--- src/rtl/demux16_buf_pkg.sv ---
// demux16_buf_pkg: shared channel count, select width and channel mask type
package demux_pkg;
  localparam int NUM_CH = 16;
  localparam int SEL_W = 4;
  typedef logic [NUM_CH-1:0] ch_mask_t;
endpackage

--- src/rtl/demux16_buf_if.sv ---
// demux16_buf_if: producer handshake plus 16 consumer handshakes of the distributor
interface demux16_buf_if #(parameter int N = 1);
  import demux_pkg::*;
  logic in_valid;
  logic in_ready;
  logic [N-1:0] in_data;
  logic [SEL_W-1:0] s;
  ch_mask_t out_valid;
  ch_mask_t out_ready;
  logic [NUM_CH*N-1:0] out_data;
  logic busy;
  modport master (output in_valid, in_data, s, out_ready, input in_ready, out_valid, out_data, busy);
  modport slave (input in_valid, in_data, s, out_ready, output in_ready, out_valid, out_data, busy);
endinterface

--- src/rtl/demux16_buf_decoder4to16.sv ---
// decoder4to16: one-hot channel mask from a 4-bit select, all zero when disabled
module decoder4to16
  import demux_pkg::*;
(
  input  logic [SEL_W-1:0] sel,
  input  logic             en,
  output ch_mask_t         mask
);
  // single set bit at the selected channel when enabled
  always_comb mask = en ? ch_mask_t'(1) << sel : '0;
endmodule

--- src/rtl/demux16_buf.sv ---
// demux16_buf: 16-way distributor with a one-entry holding register per channel; DEMUX16_BYPASS_EN adds a cut-through path
module demux16_buf
  import demux_pkg::*;
#(
  parameter int N = 1
) (
  input logic clk,
  input logic rst,
  demux16_buf_if.slave bus
);
  ch_mask_t full_v, load_v, byp_v;
  logic byp;
  // accept depends only on the selected channel, so other full channels never stall the producer
  assign bus.in_ready = ~full_v[bus.s] | bus.out_ready[bus.s];
`ifdef DEMUX16_BYPASS_EN
  // an empty channel whose consumer is ready takes the word directly, leaving the register untouched
  assign byp = bus.in_valid & ~full_v[bus.s] & bus.out_ready[bus.s];
`else
  assign byp = 1'b0;
`endif
  decoder4to16 u_load (.sel(bus.s), .en(bus.in_valid & bus.in_ready & ~byp), .mask(load_v));
  decoder4to16 u_byp (.sel(bus.s), .en(byp), .mask(byp_v));
  assign bus.out_valid = full_v | byp_v;
  assign bus.busy = |full_v;
  for (genvar k = 0; k < NUM_CH; k++) begin : g_ch
    logic full_q;
    logic [N-1:0] data_q;
    // load wins over drain so a channel streams one word per cycle; data only changes on load
    always_ff @(posedge clk or posedge rst)
      if (rst) begin
        full_q <= 1'b0;
        data_q <= '0;
      end else begin
        full_q <= load_v[k] | (full_q & ~bus.out_ready[k]);
        if (load_v[k]) data_q <= bus.in_data;
      end
    assign full_v[k] = full_q;
    assign bus.out_data[k*N +: N] = byp_v[k] ? bus.in_data : data_q;
  end
endmodule

--- src/flat_wrapper.sv ---
// flat-port wrapper written by rule: the top's interface ports become plain ports
module demux16_buf_flat import demux_pkg::*;
#(
  parameter int N = 1
)
  (clk, rst, bus_in_valid, bus_in_data, bus_s, bus_out_ready, bus_in_ready, bus_out_valid, bus_out_data, bus_busy);
  demux16_buf_if #(.N(N)) bus_i ();
  input logic clk;
  input logic rst;
  input wire logic [$bits(bus_i.in_valid)-1:0] bus_in_valid;
  input wire logic [$bits(bus_i.in_data)-1:0] bus_in_data;
  input wire logic [$bits(bus_i.s)-1:0] bus_s;
  input wire logic [$bits(bus_i.out_ready)-1:0] bus_out_ready;
  output wire logic [$bits(bus_i.in_ready)-1:0] bus_in_ready;
  output wire logic [$bits(bus_i.out_valid)-1:0] bus_out_valid;
  output wire logic [$bits(bus_i.out_data)-1:0] bus_out_data;
  output wire logic [$bits(bus_i.busy)-1:0] bus_busy;
  assign bus_i.in_valid = bus_in_valid;
  assign bus_i.in_data = bus_in_data;
  assign bus_i.s = bus_s;
  assign bus_i.out_ready = bus_out_ready;
  assign bus_in_ready = bus_i.in_ready;
  assign bus_out_valid = bus_i.out_valid;
  assign bus_out_data = bus_i.out_data;
  assign bus_busy = bus_i.busy;
  demux16_buf #(.N(N)) u_core (.clk(clk), .rst(rst), .bus(bus_i));
endmodule
--- config.mk ---
export PLATFORM = sky130hd
export DESIGN_NAME = demux16_buf_flat
export DESIGN_NICKNAME = d
export VERILOG_FILES = /design/src/rtl/demux16_buf_pkg.sv /design/src/rtl/demux16_buf_if.sv /design/src/rtl/demux16_buf_decoder4to16.sv /design/src/rtl/demux16_buf.sv /design/src/flat_wrapper.sv
export SDC_FILE = /design/constraint.sdc
export NUM_CORES = 1
export LEC_CHECK = 0
export ABC_CLOCK_PERIOD_IN_PS = 2700
export CORE_MARGIN = 2
export CORE_UTILIZATION = 47
export CTS_CLUSTER_SIZE = 12
export DETAILED_ROUTE_END_ITERATION = 8
export PLACE_DENSITY = 0.91
export SYNTH_ARGS = -nofsm -noshare
export SYNTH_HDL_FRONTEND = slang
export SYNTH_HIERARCHICAL = 1
export SYNTH_SLANG_ARGS = --single-unit
--- constraint.sdc ---
create_clock -name clk -period 2.7 [get_ports clk]
set_clock_uncertainty 0.15 [all_clocks]
set_input_delay 0.54 -clock clk [delete_from_list [all_inputs] [get_ports clk]]
set_output_delay 0.54 -clock clk [all_outputs]
set_load 0.1 [all_outputs]
; Yosys cells after proc, flatten, opt, wreduce, memory -nomap -nowiden
; Index checks and enable logic that the tools add are counted.
[op_classes]
muxes = 5
magnitude_cmp = 1
shift = 1
n_reduce_logical = 1
n_bitwise = 51
[ops]
columns = op, count
row1 = 1-bit AND, 17
row2 = 1-bit NOT, 17
row3 = 1-bit bitwise OR, 17
row4 = 16-bit two-way mux, 1
row5 = 16-bit OR reduction, 1
row6 = "1-bit by 4-bit left shift with 16-bit output, first input constant", 1
row7 = 1-bit binary-select mux with 4-bit select, 2
row8 = "4-bit by 5-bit less-than comparator with 1-bit output, second input constant", 1
row9 = 1-bit two-way mux, 2
[word_totals]
register_bits = 32
in_bits = 24

; Longest topological paths before layout
[logic_depth]
ltp_word = 7
ltp_mapped = 8
depth_no_buf = 7

; Cells and area by module
; The synthesis kept the hierarchy.
[modules_own_cells]
columns = mod, cells_each, area_per_inst_um2, n_inst
row1 = demux16_buf, 153, 1744.2, 1
row2 = decoder4to16, 23, 120.1, 2

; Worst setup path before layout
; Ideal clock, no wire load.
[synth_path]
kind = input-to-output
start = input port bus_out_ready[4]
end = output port bus_in_ready
stages = 4
path_slack_ps = 89
t_arrival_ps = 1921
n_path_buf = 0
path_cell_list = or3b_1 a21oi_1 o22a_2 nand3_1
[synth_via]
elab_chain_len = 3
[synth_lines]
columns = item, line
row1 = start: declaration, flat_wrapper.sv:13  ; input wire logic [$bits(bus_i.out_ready)-1:0] bus_out_ready;
row2 = 1-bit binary-select mux with 4-bit select, demux16_buf.sv:14  ; assign bus.in_ready = ~full_v[bus.s] | bus.out_ready[bus.s];
row3 = 1-bit two-way mux (implied by the code), demux16_buf.sv:14
row4 = 1-bit bitwise OR, demux16_buf.sv:14
row5 = end: declaration, flat_wrapper.sv:14  ; output wire logic [$bits(bus_i.in_ready)-1:0] bus_in_ready;
; No other way between the ends. The select of a mux whose other input is x is not followed.

; Worst setup path in the final report
[layout_path]
start = input port bus_s[0]
end = output port bus_in_ready
[layout_via]
elab_chain_len = 4
word_cells_on_any_way = 6
classes_between = mux (4) / bitwise (2)
[layout_lines]
columns = item, line
row1 = start: declaration, flat_wrapper.sv:12  ; input wire logic [$bits(bus_i.s)-1:0] bus_s;
row2 = 1-bit binary-select mux with 4-bit select, demux16_buf.sv:14
row3 = 1-bit two-way mux (implied by the code), demux16_buf.sv:14
row4 = 1-bit NOT, demux16_buf.sv:14
row5 = 1-bit bitwise OR (*), demux16_buf.sv:14
; Mark *: on every way between the ends. The rest lies on a longest branch, timed or not. The select of a mux whose other input is x is not followed.

==> results_dict.tcl <==
set metrics [dict create \
    outcome "completed" \
    die_h_um 69.0 \
    synthArstFlopShare_pct 100 \
    grt_pass1_vias 1805 \
    initial_core_util_pct 49.3 \
    drive_gt1_share_pct 42.9 \
    path_cells "buf_6 > bufbuf_16 > or3b_1 > a21oi_1 > o22a_2 > nand3_4 > buf_12" \
    fin_util_pct 74.7 \
    vias 1901 \
    r2r_setup_slack_ps 150 \
    numPortBuffers 57 \
    synth_top_cell_by_area "dfrtp_1" \
    syn_to_final_growth_pct 51.6 \
    critical-path-max-stage-delay_ps 370 \
    clk_latency_ps 290 \
    gp_congestion 0.937 \
    cts_tree "done" \
    r2r_start "u_core/g_ch[10].full_q" \
    critPathLaunch "bus_s[0]" \
    p_per_area_nw_per_um2 650 \
    fillers 265 \
    grt_usage_pct 26.2 \
    fp-row-count 23 \
    timing.final.crit_share_pct 98.3 \
    synth_top_cell_area_share_pct 40.4 \
    ant_nets 0 \
    hp-class "flip-flop to flip-flop" \
    clk_path_buf_depth 2 \
    clkSinkCount 32 \
    maxCapViolations 0 \
    r2r_end "u_core/g_ch[1].data_q" \
    synth_area_per_cell_sq_um 9.97 \
    synth.distinct_cells 32 \
    nets 317 \
    synthTopCellsByArea "dfrtp_1 40%, mux2_2 17%, a21o_1 6.1%" \
    synth_common_cells "32 x dfrtp_1, 30 x mux2_2, 22 x nor2_1" \
    clock.fmax_mhz 377 \
    grt_pass1_wl_um 8960 \
    hold_viol 0 \
    drc 0 \
    critPathMaxFanout 6 \
    wl_per_cell_um 16.7 \
    crit_type "input pin to output port" \
    end_kind "output port" \
    overflow 0 \
    cts_root_buffer "clkbuf_8" \
    final_cells 344 \
    critical_path.endpoint "bus_in_ready" \
    min_period_ps 2650 \
    total_leakage_power_nw 1.63 \
    cp.arrival_ps 1960 \
    critical_path_required_ps 2010 \
    numCtsBuffers 5 \
    routed_wl_um 5730 \
    cpMaxStageDelayCell "or3b_1" \
    ir_drop_uv 382 \
    ys_seq_area_share_pct 40.4 \
    slew_viol_final 0 \
    ys_ff_latch 32 \
    netlist_instances 199 \
    vias_per_cell 5.53 \
    drt_iter0_drc 177 \
    core_sq_um 4030 \
    setup_viol 0 \
    antenna_cells 0 \
    dp.final_hpwl_um 3780 \
    antenna_found_initial 0 \
    synth_area_sq_um 1980 \
    dr.pass1.iters 4 \
    rr_worst_depth 7 \
    yosysWarnings 6 \
    synth_edf_count 0 \
    synth_top_flop_cell "dfrtp_1" \
    io_pins 58 \
    path_clk_slew_ps 60 \
    grt_max_degree 33 \
    worst_setup_path_start_kind "input pin" \
    htreeDepth 2 \
    dieArea_sq_um 4760 \
    fp.dieW_um 69.0 \
    synthMostInstantiatedCell "dfrtp_1" \
    dp.cells 330 \
]
area by class of cell:
| class | instances | area [sq um] | share of cell area (%) |
|---|---|---|---|
| Timing Repair Buffer | 89 | 792 | 26.3 |
| Tap cell | 50 | 62.6 | 2.08 |
| Multi-Input combinational cell | 146 | 1190 | 39.6 |
| Clock buffer | 8 | 90.1 | 3.00 |
| Inverter | 19 | 71.3 | 2.37 |
| Sequential cell | 32 | 801 | 26.6 |
cells by family after synthesis:
kind of cell | after synthesis | synth area share (%)
compound gates | 24 | 8.64
other cells | 1 | 0.189
simple gates | 86 | 27.4
flops | 32 | 40.4
mux | 32 | 18.2
buf+inv | 24 | 5.30
report_power, final:
group / internal, W / total (W) / switching, W
combinational: 0.000275 / 0.000995 / 0.000719
clock: 0.000208 / 0.000380 / 0.000172
sequential: 0.000545 / 0.000580 / 0.0000352
total: 0.00103 / 0.00195 / 0.000927
cells in the final DEF, fill, tap and decap left out, types with 2 or more instances in the layout:
master / count
nor4b_2: 2
conb_1: 4
nand2b_1: 4
nand3_1: 2
inv_1: 18
mux2_2: 29
clkbuf_8: 6
mux2_1: 2
a31oi_4: 2
nor4_1: 4
dfrtp_1: 32
nor2_1: 18
buf_4: 62
nand4_1: 3
nor2_4: 2
buf_12: 2
or3b_4: 2
clkbuf_1: 2
nand3b_1: 6
clkdlybuf4s50_1: 10
nor3_2: 2
nand4b_1: 3
nor2_2: 4
nand2_1: 2
a21o_1: 16
nor3_1: 6
or3b_1: 2
dlygate4sd2_1: 4
or2_1: 16
nand4bb_1: 2
dlymetal6s2s_1: 7
sequential cells by signal (all words and copies together) (netlist names):
register            flops
u_core/g_ch.full_q     16
u_core/g_ch.data_q     16
what timing repair did:
action,in CTS,in global routing
gates cloned,1,0
gates resized for setup,18,26
setup buffers,5,2
pin swaps,4,16
setup endpoints to repair,19,18
hold buffers,0,0
critical path, delay by kind of cell:
kind / cells / cell delay (ps)
buf+inv: 3 / 570
simple gates: 2 / 480
compound gates: 2 / 360
per-layer routing:
layer / track usage [%] / routed length, um / vias to the layer above / share of wire, %
met3: 5.84 / 438 / 14 / 7.6
met1: 33.8 / 2370 / 907 / 41
met5: 0 / 0 / - / 0
met4: 8.09 / 102 / 0 / 1.8
li1: - / - / 887 / -
met2: 43.6 / 2820 / 93 / 49
worst min path at each step:
stage | slack [ps] | start | cells past startpoint | end
finish | 340 | u_core/g_ch[9].data_q | 1 | u_core/g_ch[9].data_q
global route | 370 | u_core/g_ch[14].data_q | 1 | u_core/g_ch[14].data_q
CTS | 340 | u_core/g_ch[10].data_q | 1 | u_core/g_ch[10].data_q
detailed placement | 330 | u_core/g_ch[10].data_q | 1 | u_core/g_ch[10].data_q
global placement | 320 | u_core/g_ch[10].data_q | 1 | u_core/g_ch[10].data_q
floorplan | 300 | u_core/g_ch[9].data_q | 1 | u_core/g_ch[9].data_q
metrics by stage:
step	TNS [ps]	total power (W)	area [sq um]	setup WS (ps)	hold slack [ps]
floorplan	0	0.00133	2000	89.0	304
global placement	-8240	0.00154	2740	-430	316
detailed placement	-9390	0.00155	2740	-487	325
CTS	0	0.00195	2930	0.117	339
global route	-31.2	0.00203	3010	-19.7	366
finish	0	0.00195	3010	46.1	337
(Power assumes the default switching activity.)
